`config.mk`:
```
export PLATFORM = sky130hd
export DESIGN_NAME = rvee_trap_ctrl
export DESIGN_NICKNAME = d
export VERILOG_FILES = /design/src/rtl/rvee_trap_pkg.sv /design/src/rtl/rvee_trap_target.sv /design/src/rtl/rvee_trap_ctrl.sv
export SDC_FILE = /design/constraint.sdc
export NUM_CORES = 1
export LEC_CHECK = 0
export CAP_MARGIN = 20
export CELL_PAD_IN_SITES_DETAIL_PLACEMENT = 0
export CELL_PAD_IN_SITES_GLOBAL_PLACEMENT = 2
export CORE_UTILIZATION = 21
export CTS_CLUSTER_DIAMETER = 120
export DETAILED_ROUTE_END_ITERATION = 10
export PLACE_DENSITY = 0.86
export SYNTH_ARGS = -nofsm -noshare
export SYNTH_HDL_FRONTEND = slang
export SYNTH_SLANG_ARGS = --single-unit
export TNS_END_PERCENT = 10
```
`constraint.sdc`:
```
create_clock -name clk -period 2.1 [get_ports clk]
set_clock_uncertainty 0.15 [all_clocks]
set_input_delay 0.315 -clock clk [delete_from_list [all_inputs] [get_ports clk]]
set_output_delay 0.315 -clock clk [all_outputs]
set_load 0.02 [all_outputs]
```
`src/rtl/rvee_trap_pkg.sv`:
```
// Shared types and constants for the trap sequencer.
// Latency: n/a (declarations only).
// Backpressure: n/a.
package rvee_trap_pkg;

    // Sequencer states: IDLE samples requests, ENTRY commits CSR writes,
    // VECTOR redirects fetch to the handler, RETURN performs mret/sret.
    typedef enum logic [1:0] {
        ST_IDLE   = 2'd0,
        ST_ENTRY  = 2'd1,
        ST_VECTOR = 2'd2,
        ST_RETURN = 2'd3
    } trap_state_e;

    // Privilege encodings.
    localparam logic [1:0] MODE_U = 2'd0;
    localparam logic [1:0] MODE_S = 2'd1;
    localparam logic [1:0] MODE_M = 2'd3;

    // Exception cause used for an xret issued from too low a privilege.
    localparam logic [3:0] ILLEGAL_INSN = 4'd2;

endpackage

```
`src/rtl/rvee_trap_target.sv`:
```
// Trap target: picks S or M handler via delegation masks and computes the vector PC.
// Latency: purely combinational, zero cycles.
// Backpressure: none; outputs follow inputs.
//
// Ports:
//   is_irq, cause    - trap kind and 4-bit cause code
//   mode             - privilege at the time of the trap
//   medeleg, mideleg - exception / interrupt delegation masks
//   mtvec, stvec     - handler base registers
//   to_s             - 1 when the trap is delegated to S-mode
//   vec_pc           - handler entry address
module rvee_trap_target
    import rvee_trap_pkg::*;
#(
    parameter int XLEN = 32
) (
    input  logic            is_irq,
    input  logic [3:0]      cause,
    input  logic [1:0]      mode,
    input  logic [15:0]     medeleg,
    input  logic [15:0]     mideleg,
    input  logic [XLEN-1:0] mtvec,
    input  logic [XLEN-1:0] stvec,
    output logic            to_s,
    output logic [XLEN-1:0] vec_pc
);

    logic            deleg_bit;
    logic [XLEN-1:0] tvec;
    logic [XLEN-1:0] base;

    always_comb begin
        deleg_bit = is_irq ? mideleg[cause] : medeleg[cause];
        // Traps taken in M-mode are never delegated downwards.
        to_s      = (mode != MODE_M) && deleg_bit;
        tvec      = to_s ? stvec : mtvec;
        base      = {tvec[XLEN-1:2], 2'b00};
        // Vectored mode only spreads interrupts; exceptions use the base.
        if (is_irq && (tvec[1:0] == 2'b01)) begin
            vec_pc = base + XLEN'({cause, 2'b00});
        end else begin
            vec_pc = base;
        end
    end

endmodule

```
`src/rtl/rvee_trap_ctrl.sv`:
```
// Trap/xret sequencer: arbitrates exception, interrupt and xret, stacks status, redirects fetch.
// Latency: trap accepted -> ack in 2 cycles (ENTRY, VECTOR); legal xret -> ack in 1 cycle (RETURN).
// Backpressure: requests sampled only in IDLE; requesters hold their level until the ack pulse.
//
// Ports:
//   clk, rst                          - clock, async active-low reset
//   exc_req/cause/tval/pc             - synchronous exception request
//   irq_pending/irq_cause/next_pc     - interrupt request and resume PC
//   xret_req/xret_is_m                - mret (is_m=1) or sret request
//   mode, medeleg, mideleg            - current privilege and delegation masks
//   mtvec, stvec, mepc, sepc, mpp, spp - current CSR values
//   busy, ack                         - sequencer active, request-complete pulse
//   redirect_valid/pc, new_mode       - fetch redirect and privilege to adopt
//   we_trap, trap_to_s, csr_*         - epc/cause/tval write strobe, S/M select, data
//   status_push, status_pop           - trap-entry stacking and xret unstacking of status
module rvee_trap_ctrl
    import rvee_trap_pkg::*;
#(
    parameter int XLEN = 32
) (
    input  logic            clk,
    input  logic            rst,
    input  logic            exc_req,
    input  logic [3:0]      exc_cause,
    input  logic [XLEN-1:0] exc_tval,
    input  logic [XLEN-1:0] exc_pc,
    input  logic            irq_pending,
    input  logic [3:0]      irq_cause,
    input  logic [XLEN-1:0] next_pc,
    input  logic            xret_req,
    input  logic            xret_is_m,
    input  logic [1:0]      mode,
    input  logic [15:0]     medeleg,
    input  logic [15:0]     mideleg,
    input  logic [XLEN-1:0] mtvec,
    input  logic [XLEN-1:0] stvec,
    input  logic [XLEN-1:0] mepc,
    input  logic [XLEN-1:0] sepc,
    input  logic [1:0]      mpp,
    input  logic            spp,
    output logic            busy,
    output logic            ack,
    output logic            redirect_valid,
    output logic [XLEN-1:0] redirect_pc,
    output logic            we_trap,
    output logic            trap_to_s,
    output logic [XLEN-1:0] csr_epc,
    output logic [XLEN-1:0] csr_cause,
    output logic [XLEN-1:0] csr_tval,
    output logic            status_push,
    output logic            status_pop,
    output logic [1:0]      new_mode
);

    trap_state_e     state_q, state_d;
    logic [3:0]      cause_q, cause_d;
    logic            is_irq_q, is_irq_d;
    logic [XLEN-1:0] epc_q, epc_d;
    logic [XLEN-1:0] tval_q, tval_d;
    logic            to_s_q, to_s_d;
    logic [XLEN-1:0] tgt_pc_q, tgt_pc_d;
    logic [1:0]      tgt_mode_q, tgt_mode_d;

    // Request arbitration (exception > interrupt > xret).
    logic            xret_illegal;
    logic            req_trap;
    logic            req_irq;
    logic            req_ret;
    logic [3:0]      req_cause;
    logic [XLEN-1:0] req_epc;
    logic [XLEN-1:0] req_tval;
    logic            tgt_to_s;
    logic [XLEN-1:0] tgt_pc;

    always_comb begin
        xret_illegal = xret_is_m ? (mode != MODE_M) : (mode == MODE_U);
        req_trap     = 1'b0;
        req_irq      = 1'b0;
        req_ret      = 1'b0;
        req_cause    = '0;
        req_epc      = '0;
        req_tval     = '0;
        if (exc_req) begin
            req_trap  = 1'b1;
            req_cause = exc_cause;
            req_epc   = exc_pc;
            req_tval  = exc_tval;
        end else if (irq_pending) begin
            req_trap  = 1'b1;
            req_irq   = 1'b1;
            req_cause = irq_cause;
            req_epc   = next_pc;
        end else if (xret_req) begin
            if (xret_illegal) begin
                // The xret instruction itself is the faulting PC; tval stays 0.
                req_trap  = 1'b1;
                req_cause = ILLEGAL_INSN;
                req_epc   = exc_pc;
            end else begin
                req_ret   = 1'b1;
            end
        end
    end

    rvee_trap_target #(
        .XLEN (XLEN)
    ) u_target (
        .is_irq  (req_irq),
        .cause   (req_cause),
        .mode    (mode),
        .medeleg (medeleg),
        .mideleg (mideleg),
        .mtvec   (mtvec),
        .stvec   (stvec),
        .to_s    (tgt_to_s),
        .vec_pc  (tgt_pc)
    );

    // Next state, captured request context and outputs.
    always_comb begin
        state_d        = state_q;
        cause_d        = cause_q;
        is_irq_d       = is_irq_q;
        epc_d          = epc_q;
        tval_d         = tval_q;
        to_s_d         = to_s_q;
        tgt_pc_d       = tgt_pc_q;
        tgt_mode_d     = tgt_mode_q;

        busy           = 1'b0;
        ack            = 1'b0;
        redirect_valid = 1'b0;
        redirect_pc    = '0;
        we_trap        = 1'b0;
        trap_to_s      = 1'b0;
        csr_epc        = '0;
        csr_cause      = '0;
        csr_tval       = '0;
        status_push    = 1'b0;
        status_pop     = 1'b0;
        new_mode       = MODE_U;

        unique case (state_q)
            ST_IDLE: begin
                // Everything the later states need is latched here, so the
                // requester's inputs may change freely after acceptance.
                if (req_trap) begin
                    state_d    = ST_ENTRY;
                    cause_d    = req_cause;
                    is_irq_d   = req_irq;
                    epc_d      = req_epc;
                    tval_d     = req_tval;
                    to_s_d     = tgt_to_s;
                    tgt_pc_d   = tgt_pc;
                    tgt_mode_d = tgt_to_s ? MODE_S : MODE_M;
                end else if (req_ret) begin
                    state_d    = ST_RETURN;
                    to_s_d     = ~xret_is_m;
                    tgt_pc_d   = xret_is_m ? mepc : sepc;
                    tgt_mode_d = xret_is_m ? mpp : {1'b0, spp};
                end
            end
            ST_ENTRY: begin
                busy        = 1'b1;
                we_trap     = 1'b1;
                status_push = 1'b1;
                trap_to_s   = to_s_q;
                csr_epc     = epc_q;
                csr_tval    = tval_q;
                csr_cause   = {is_irq_q, {(XLEN-5){1'b0}}, cause_q};
                state_d     = ST_VECTOR;
            end
            ST_VECTOR: begin
                busy           = 1'b1;
                ack            = 1'b1;
                redirect_valid = 1'b1;
                redirect_pc    = tgt_pc_q;
                new_mode       = tgt_mode_q;
                trap_to_s      = to_s_q;
                state_d        = ST_IDLE;
            end
            ST_RETURN: begin
                // trap_to_s marks sret so the pop targets the S-mode status bits.
                busy           = 1'b1;
                ack            = 1'b1;
                status_pop     = 1'b1;
                redirect_valid = 1'b1;
                redirect_pc    = tgt_pc_q;
                new_mode       = tgt_mode_q;
                trap_to_s      = to_s_q;
                state_d        = ST_IDLE;
            end
            default: begin
                state_d = ST_IDLE;
            end
        endcase
    end

    always_ff @(posedge clk or negedge rst) begin
        if (!rst) begin
            state_q    <= ST_IDLE;
            cause_q    <= '0;
            is_irq_q   <= 1'b0;
            epc_q      <= '0;
            tval_q     <= '0;
            to_s_q     <= 1'b0;
            tgt_pc_q   <= '0;
            tgt_mode_q <= MODE_U;
        end else begin
            state_q    <= state_d;
            cause_q    <= cause_d;
            is_irq_q   <= is_irq_d;
            epc_q      <= epc_d;
            tval_q     <= tval_d;
            to_s_q     <= to_s_d;
            tgt_pc_q   <= tgt_pc_d;
            tgt_mode_q <= tgt_mode_d;
        end
    end

endmodule

```
## Word level (Yosys, flattened, before mapping)

Index checks and enable logic that the tools add are counted.

| word-level totals | value |
|---|---|
| logic and storage cells | 75 |
| bits in latches | 0 |
| input port bits | 275 |
| ROM bits | 0 |
| memories kept | 0 |
| register bits | 106 |
| bits in writable memories | 0 |

| operators by class | value |
|---|---|
| magnitude comparators | 1 |
| shift operators | 0 |
| eq/ne operators | 6 |
| div/mod/pow operators | 0 |
| multiply operators | 0 |
| bitwise logic cells | 1 |
| multiplexer cells | 49 |
| add/subtract/negate cells | 1 |
| reduce and logical (&&, ||, !) cells | 9 |

Operators with widths:

| cell | number |
|---|---|
| 2-to-1 mux 32 bit | 14 |
| adder 32 x 6 -> 32 bit | 1 |
| 2-to-1 mux 1 bit | 21 |
| 2-to-1 mux 2 bit | 9 |
| binary-select mux 1 bit (select 4 bit) | 2 |
| 2-to-1 mux 4 bit | 2 |
| one-hot mux 2 bit (3 select lines) | 1 |
| < comparator 4 x 5 -> 1 bit (second input constant) | 1 |
| == test 2 x 1 -> 1 bit (second input constant) | 2 |
| == test 2 bit (second input constant) | 2 |
| logical NOT 2 bit | 2 |
| AND reduction 2 bit | 2 |
| != test 3 bit (second input constant) | 1 |
| OR reduction 3 bit | 1 |
| logical AND 1 bit | 2 |
| != test 2 bit (second input constant) | 1 |
| nonzero test 2 bit | 1 |
| OR reduction 2 bit | 1 |
| NOT 1 bit | 1 |

## Depth between registers and ports, before layout

Gate-level depths: netlist of the first run.

| logic depth | value |
|---|---|
| depth after elaboration | 15 |
| depth in mapped cells | 22 |
| mapped depth without buffers | 19 |

## Hierarchy

A second synthesis of the first run with hierarchy kept.

| second synthesis, totals | value |
|---|---|
| cells, all modules | 939 |
| area, all modules | 7968.9 sq um |

By module, submodules not included:

| module | cells an instance | sequential area each (sq um) | times used | area an instance (sq um) |
|---|---|---|---|---|
| rvee_trap_ctrl | 691 | 2652.5 | 1 | 6128.4 |
| rvee_trap_target | 248 | 0.0 | 1 | 1840.5 |

## Least setup slack after synthesis of the first run

OpenSTA, ideal clock, no wires.

| timing path | value |
|---|---|
| kind | input to register |
| start point | input exc_req |
| end point | register tgt_pc_q[16] |
| arrival | 4789 ps |
| buffers on the path | 3 |
| stages | 20 |
| required time | 1814 ps |
| setup slack | -2975 ps |
| cells stage by stage | buf_2 mux2_2 nand2_1 clkinv_1 o311ai_1 a211oi_1 o311ai_4 buf_2 mux2_2 ha_1 fa_1 a21o_1 a21oi_1 nor3_1 mux2i_1 clkbuf_1 nor3b_1 xor2_1 a221oi_1 o21ai_0 |

| between the ends | value |
|---|---|
| longest elaborated chain between the ends | 10 |
| elaborated cells on any way between the ends | 18 |

Ends and longest elaborated chain:

| element | line | RTL |
|---|---|---|
| from (decl) | rvee_trap_ctrl.sv:23 | `input logic exc_req,` |
| 2-to-1 mux 4 bit (*) | rvee_trap_ctrl.sv:83 | `if (exc_req) begin` |
| net req_cause[1] | rvee_trap_ctrl.sv:69 | `logic [3:0] req_cause;` |
| parallel branches: the longest is 7 deep, another holds adder 32 x 6 -> 32 bit | - |  |
| 2-to-1 mux 32 bit (*) | rvee_trap_target.sv:39 | `if (is_irq && (tvec[1:0] == 2'b01)) begin` |
| 2-to-1 mux 32 bit (*) | rvee_trap_ctrl.sv:147 | `if (req_trap) begin` |
| to (signal assigned) | rvee_trap_ctrl.sv:216 | `tgt_pc_q <= tgt_pc_d;` |
| to (decl) | rvee_trap_ctrl.sv:61 | `logic [XLEN-1:0] tgt_pc_q, tgt_pc_d;` |

Mark *: on every way through the listed nets, which the timed path passes. The select of a mux whose other input is x is not followed.
A chain may end at the register's enable or synchronous reset.

## Worst setup path after layout of the first run

| timing path | value |
|---|---|
| start point | input mode[1] |
| end point | register tgt_pc_q[26] |

| between the ends | value |
|---|---|
| longest elaborated chain between the ends | 15 |
| elaborated cells on any way between the ends | 29 |

Ends and longest elaborated chain:

| element | line | RTL |
|---|---|---|
| from (decl) | rvee_trap_ctrl.sv:32 | `input logic [1:0] mode,` |
| parallel branches: the longest is 15 deep, another holds adder 32 x 6 -> 32 bit | - |  |

Several ways; the timed one is not identified. The select of a mux whose other input is x is not followed.

==> results.cfg, run 1 <==
[clock_network]
inserted_clock_buffers = 9
cts_tree = yes
clk_pin_slew_ps = 70
clock_insertion_delay_worst_skew_ps = 350
cts.htree.levels = 3
clock_sinks = 106
root_buffer = sky130_fd_sc_hd__clkbuf_16
clockBufferDepth = 2

[die]
placeableCoreArea_mm2 = 0.03480
floorplan.rows = 68
floorplan.initialDensity_pct = 21.47
dieWidth_um = 190.6
area_of_the_die_mm2 = 0.03633
pin_count = 412
die-height_um = 190.6

[sta]
fin_setup_tns_ps = -60780
final_max_slew_viol_count = 0
worst-slew-pin-transition_ps = 634.2
finalWorstSetupSlack_ps = -2228
period_minus_slack_ps = 4328
setup_viol_count_final = 33
max_slew_margin_pct = 57.72
grt_setup_unrepaired = yes
clock.fmax_mhz = 231.0
hold_viol = 0
fin_hold_ws_ps = 185.2
final.period_utilization_pct = 206.1

[grt]
antenna_violations_before_repair = 0
grt_start_max_net_pins = 65
number_of_global_route_vias_before_repair = 8584
grt_use_total_pct = 17.27
first_pass_grt_wire_length_mm = 48.19
gr-total-overflow = 0

[place]
preCtsSetupSlack_ps = -3063
finalWeightedCongestion = 0.8608
dp_hpwl_mm = 24.57
place.port_buffers = 384
dpl.cell_count = 1812

[critical_path]
worst_ep_required_time_ps = 2170
setup.worst_path.class = in2reg
worst_path_largest_cell_delay_ps = 540
path_common_cell = sky130_fd_sc_hd__buf_6
endpoint_kind = flip-flop
timing.critical_path.fanout_max = 6
cp-start-kind = primary input
critPathArrivalTime_ps = 4400
timing.critical_path.cells = buf_6 > or3b_4 > o211a_1 > or4_4 > o31ai_4 > a211oi_4 > o311ai_4 > buf_6 > mux2_4 > ha_4 > fa_2 > a21o_1 > a21oi_2 > nor3_2 > mux2i_1 > buf_4 > buf_6 > nor4_4 > xnor2_1 > mux2i_1 > o21ai_1
cpMaxStageDelayCell = sky130_fd_sc_hd__or4_4

[flow_run]
timing.max_cap.violations = 0

[route]
drtAntennaViolNets = 0
drt_iter0_markers = 281
drcViolationCount = 0
routedWlPerCell_um = 17.40
routed-via-count = 8313
drt_wl_total_mm = 32.22
route.detailed.vias_per_inst = 4.489
drtPass1Iterations = 5

[finish]
area.growth.synth_to_final_pct = 80.10
finish.net_count = 1674
n_antenna_cell = 0
final_layout_size_suffix_gt1_share_pct = 27.49
n_fill_cell = 3554
finalCoreUtilization_pct = 38.67
stdcell_count = 1852

[synth]
synthFlopType = sky130_fd_sc_hd__dfrtp_1
synth_cell_types = 60
seq_area_frac_synth_pct = 35.50
async_reset_ff_share_pct = 100.0
syn-instance-count = 886
register_bit_count_reported_by_yosys = 106
yosys_warnings = 0
number_of_synthesized_flops_with_an_enable_pin = 0
mappedNetlistArea_mm2 = 0.007471
post_synth.cell_area_avg_um2 = 8.432

[outcome]
failing_checks = negative setup slack
outcome = finished with violations

[min_path]
type_of_the_most_critical_hold_path = in2async

[power]
leakagePower_nw = 6.037
ratio_of_total_power_to_cell_area_mw_per_mm2 = 951.7
peakVddDrop_uv = 450.9
-- where the power goes --
group	internal, mW	switching [mW]
logic	3.47	3.93
clock network	1.07	0.815
registers	3.00	0.524
-- routing by layer --
layer	global-route usage [%]	up-vias	routed length, um
li1	-	4064	-
met1	21.27	3897	13810
met2	29.80	317	15510
met3	3.533	35	2114
met4	5.723	0	784
met5	0	-	0
-- state kept, by name (all words and copies together), names as in the netlist --
name,count
is_irq_q,1
state_q,2
tgt_pc_q,32
epc_q,32
cause_q,4
to_s_q,1
tval_q,32
tgt_mode_q,2
-- final timing paths --
| check | endpoint | from | cells after the start | slack [ps] |
|---|---|---|---|---|
| worst min-delay path | epc_q[19] | rst | 2 | 190 |
| max in group asynchronous | state_q[1] | rst | 3 | 1100 |
| min in group clk | state_q[1] | xret_req | 5 | 310 |
| worst max register to register | tgt_pc_q[11] | state_q[1] | 8 | 60 |
| worst min register to register | tgt_pc_q[0] | tgt_pc_q[0] | 2 | 320 |
| worst max-delay path | tgt_pc_q[26] | mode[1] | 21 | -2230 |
-- per-stage QoR --
stage	power [mW]	area, um^2
6_report	12.81	13460
5_1_grt	13.75	13460
4_1_cts	13.00	13390
3_5_place_dp	11.38	12960
3_3_place_gp	11.32	12960
2_1_floorplan	7.271	7661
-- critical path: cells and delay by family --
kind / cells / cell delay (ps)
xor+xnor: 1 / 120
compound gates: 7 / 1090
fa+ha+maj: 2 / 510
buf+inv: 4 / 560
simple gates: 4 / 1020
mux: 3 / 750
-- synth_stat cells (all sizes together) (2+ instances only) --
master / count / area, um^2
and3: 11 / 68.82
nor4: 3 / 18.77
inv: 10 / 37.53
and3b: 3 / 26.28
a22o: 33 / 289.0
a211oi: 2 / 15.01
a31oi: 36 / 225.2
a311oi: 3 / 26.28
xnor2: 11 / 96.34
o21ai: 46 / 230.2
mux2i: 59 / 590.6
a21o: 2 / 15.01
clkbuf: 51 / 191.4
nand3b: 2 / 15.01
a21oi: 25 / 125.1
o22ai: 3 / 18.77
a221oi: 8 / 70.07
or2: 4 / 25.03
o311ai: 4 / 52.56
o2111ai: 2 / 17.52
o2bb2ai: 2 / 17.52
dfrtp: 106 / 2653
o22a: 3 / 26.28
a32oi: 2 / 17.52
and2: 110 / 688.2
nor3: 36 / 180.2
buf: 41 / 274.0
nor3b: 8 / 60.06
nor2: 68 / 255.2
mux2: 14 / 157.7
nand2: 104 / 390.4
nor2b: 4 / 25.02
nand4: 3 / 18.77
o31ai: 6 / 45.04
nand2b: 4 / 25.02
ha: 4 / 50.05
a22oi: 4 / 30.03
xor2: 28 / 245.2
nand3: 7 / 35.03
-- timing repair --
item | in CTS | in global routing
endpoints found under the setup margin | 200 | 123
gates cloned | 0 | 1
gates resized for setup | 371 | 109
pin swaps | 27 | 32
hold buffers | 1 | 0
buffers inserted | 16 | 10
hold endpoints to repair | 106 | 0
-- cell type report --
type                            count  area, um^2  area share (%)
Clock buffer                       10       239.0           1.776
Multi-Input combinational cell    703        4830           35.89
Clock inverter                      4       77.57          0.5765
Timing Repair Buffer              563        5032           37.40
Tap cell                          455       569.3           4.231
Sequential cell                   106        2654           19.72
Inverter                           11       53.80          0.3999
-- placed cells by master (no fill, tap or decap), types with 11 or more instances in the layout --
master and count:
sky130_fd_sc_hd__o21ai_1 22, sky130_fd_sc_hd__buf_4 156, sky130_fd_sc_hd__clkbuf_2 37, sky130_fd_sc_hd__nor3_1 29, sky130_fd_sc_hd__a22o_1 33, sky130_fd_sc_hd__buf_2 48
sky130_fd_sc_hd__dfrtp_1 105, sky130_fd_sc_hd__and2_1 107, sky130_fd_sc_hd__a31oi_1 36, sky130_fd_sc_hd__buf_6 12, sky130_fd_sc_hd__nor2_1 60, sky130_fd_sc_hd__a21oi_1 23
sky130_fd_sc_hd__mux2i_1 58, sky130_fd_sc_hd__conb_1 27, sky130_fd_sc_hd__xnor2_1 11, sky130_fd_sc_hd__clkdlybuf4s50_1 261, sky130_fd_sc_hd__xor2_1 28, sky130_fd_sc_hd__nand2_1 101
sky130_fd_sc_hd__o21ai_0 22, sky130_fd_sc_hd__buf_12 18
-- cell families (layout without fill, tap and decap cells) --
logic type / count (synthesis) / count (layout) / synth area share [%]
AOI/OAI and AO/OA: 187 / 187 / 17.08
xor gates and xnor gates: 39 / 39 / 4.572
adders and majority gates: 5 / 5 / 0.9379
buffers and inverters: 103 / 588 / 6.783
DFF: 106 / 106 / 35.50
muxes: 73 / 73 / 10.02
other: 1 / 27 / 0.05019
and+or+nand+nor: 372 / 372 / 25.05
(Power assumes the default switching activity.)
==> run 2: changes to the inputs <==
Settings changed: CAP_MARGIN 20 to 25, CORE_UTILIZATION 21 to 23, PLACE_DENSITY 0.86 to 0.93.
Clock period 2.1 ns to 5 ns, I/O delays scaled along.
==> run 2 against run 1 <==
Effect of this change:
- the flow now finishes without violations
- sequential share of layout area is 1.3 points higher
- first-iteration DRC count is 50% higher
- utilization is 1.1 points higher
- sequential power is 57% lower
- sequential cell count stayed put
- via count is 4.2% lower
- setup slack better by 2400 ps
- global-route usage is 1.3 points higher
- critical path depth stayed put
- design area is 6.3% lower
- clock power is 61% lower
- register-to-register slack better by 1800 ps
- critical path type unchanged
- highest routed layer is now met5
==> results.cfg, run 2 (synthesis gave the netlist of run 1 again) <==
[clock_network]
cts.htree.levels = 3
root_buffer = sky130_fd_sc_hd__clkbuf_16
clockBufferDepth = 2
inserted_clock_buffers = 9
clk_pin_slew_ps = 80
clock_sinks = 106
cts_hold_buffers = 0
cts_tree = yes
clock_insertion_delay_worst_skew_ps = 350

[finish]
largest_registers = epc_q x32, tgt_pc_q x32, tval_q x32
area.growth.synth_to_final_pct = 68.80
n_antenna_cell = 0
n_fill_cell = 3197
layout_commonest_cell = sky130_fd_sc_hd__clkdlybuf4s50_1
final_cell_mix = sky130_fd_sc_hd__clkdlybuf4s50_1 (372), sky130_fd_sc_hd__and2_1 (108), sky130_fd_sc_hd__dfrtp_1 (105)
stdcell_count = 1697
finish.net_count = 1570
final_layout_size_suffix_gt1_share_pct = 12.20

[grt]
groute.layer.met2.usage_pct = 32.54
first_pass_grt_wire_length_mm = 47.55
use_met1_pct = 23.52
gr-total-overflow = 0
antenna_violations_before_repair = 0
number_of_global_route_vias_before_repair = 8028
grt_start_max_net_pins = 50
global_route_layer_with_the_greatest_usage = met2
grt_use_total_pct = 18.59
grt_use_met3_pct = 3.812

[die]
floorplan.rows = 65
dieWidth_um = 182.2
die-height_um = 182.2
placeableCoreArea_mm2 = 0.03172
area_of_the_die_mm2 = 0.03321
pin_count = 412
floorplan.initialDensity_pct = 23.55

[critical_path]
worst_ep_required_time_ps = 5090
startpoint = exc_cause[1]
rrSetupSlack_ps = 1810
cp-start-kind = primary input
critical_path.reg2reg.startpoint = state_q[1]
worst_path_largest_cell_delay_ps = 460
critical_path_buf_inv_count = 5
critPathArrivalTime_ps = 4930
timing.critical_path.cells = clkdlybuf4s50_1 > mux2_4 > nand2_4 > inv_8 > o311ai_4 > a211oi_2 > o311ai_4 > buf_4 > mux2_4 > ha_4 > fa_2 > a21o_1 > a21oi_2 > nor3_2 > mux2i_1 > buf_4 > buf_6 > nor3_1 > xor2_1 > a221oi_1 > o21ai_1
cpMaxStageDelayCell = sky130_fd_sc_hd__clkdlybuf4s50_1
endpoint_kind = flip-flop
setup.worst_path.class = in2reg
timing.critical_path.max_delay_family = compound AO/OA/AOI/OAI gates
timing.critical_path.fanout_max = 7

[place]
finalWeightedCongestion = 0.8721
dp_hpwl_mm = 23.38
place.port_buffers = 384
dpl.cell_count = 1663
preCtsSetupSlack_ps = -547.6

[sta]
max_slew_margin_pct = 38.53
final.period_utilization_pct = 96.82
final_max_slew_viol_count = 0
setup_viol_count_final = 0
finalWorstSetupSlack_ps = 159.0
period_minus_slack_ps = 4841
hold_viol = 0
worst-slew-pin-transition_ps = 921.0
clock.fmax_mhz = 206.6

[power]
peakVddDrop_uv = 165.3
leakagePower_nw = 5.292
ratio_of_total_power_to_cell_area_mw_per_mm2 = 407.4

[route]
route.detailed.vias_per_inst = 4.693
routedWlPerCell_um = 18.42
drt_wl_total_mm = 31.25
drtAntennaViolNets = 0
drt_iter0_markers = 421
drtPass1Iterations = 5
routed-via-count = 7964
drcViolationCount = 0

[min_path]
type_of_the_most_critical_hold_path = in2async

[flow_run]
timing.max_cap.violations = 0

[outcome]
outcome = complete, no violations
==> run 2: cell types whose count changed in the layout (fill, tap and decap cells not counted), moves of 13 or more <==
cell                              delta
sky130_fd_sc_hd__buf_12             -17
sky130_fd_sc_hd__buf_2              -47
sky130_fd_sc_hd__buf_4              -84
sky130_fd_sc_hd__clkbuf_2           -32
sky130_fd_sc_hd__clkdlybuf4s50_1   +111
sky130_fd_sc_hd__o21ai_0            +13
sky130_fd_sc_hd__o21ai_1            -13
==> run 2: metrics by stage <==
stage | cell area, um^2 | power [mW] | TNS (ps) | hold WS, ps | util (%)
after floorplan | 7619 | 3.048 | -38.70 | 290.9 | -
after global placement | 11960 | 4.352 | -9059 | 302.5 | 37.69
after detailed placement | 11980 | 4.393 | -11010 | 308.0 | 37.78
after CTS | 12440 | 5.175 | 0 | 167.2 | 39.23
after global routing | 12610 | 5.516 | -22.58 | 186.4 | 39.76
final | 12610 | 5.138 | 0 | 162.5 | 39.76
==> run 2: layout make-up <==
type	count	area [um^2]	area share, %
clock buffers	10	229.0	1.816
clock inverters	6	58.81	0.4663
inverters	11	48.80	0.3869
multi-input cells	703	4669	37.03
flip-flops and latches	106	2654	21.04
well taps	402	503.0	3.989
repair buffers	459	4448	35.27
==> run 2: routing by layer <==
metal,wire length [um],vias up,share of wire (%)
met4,390,2,1.2
li1,-,3861,-
met5,6,-,0.019
met2,15250,296,49
met3,1983,26,6.3
met1,13630,3779,44
==> run 2: power by group <==
group | switching, mW | internal [mW] | leakage [nW] | total, mW
clock network | 0.385 | 0.352 | 0.137 | 0.737
registers | 0.241 | 1.26 | 1.27 | 1.50
logic | 1.54 | 1.37 | 3.88 | 2.90
==> run 2: path summary, 6_finish.rpt <==
path / depth (start not counted) / endpoint
max: 21 / tgt_pc_q[28]
min: 1 / epc_q[30]
max reg2reg: 6 / tgt_pc_q[15]
min reg2reg: 2 / tgt_pc_q[0]
max in group asynchronous: 2 / state_q[1]
min in group clk: 2 / tgt_pc_q[0]
==> run 2: timing repair <==
| item | CTS | global route |
|---|---|---|
| endpoints found under the hold margin | 0 | 0 |
| endpoints found under the setup margin | 19 | 25 |
| setup buffers | 11 | 6 |
| resized for setup | 18 | 52 |
| cloned | 1 | 0 |
| pin swaps | 11 | 23 |
==> run 2: worst reg2reg max path: cells and delay by family, from the launching register on <==
family / cells / cell delay, ps
compound gates: 2 / 350
buf+inv: 1 / 340
flops: 1 / 710
simple gates: 3 / 1570
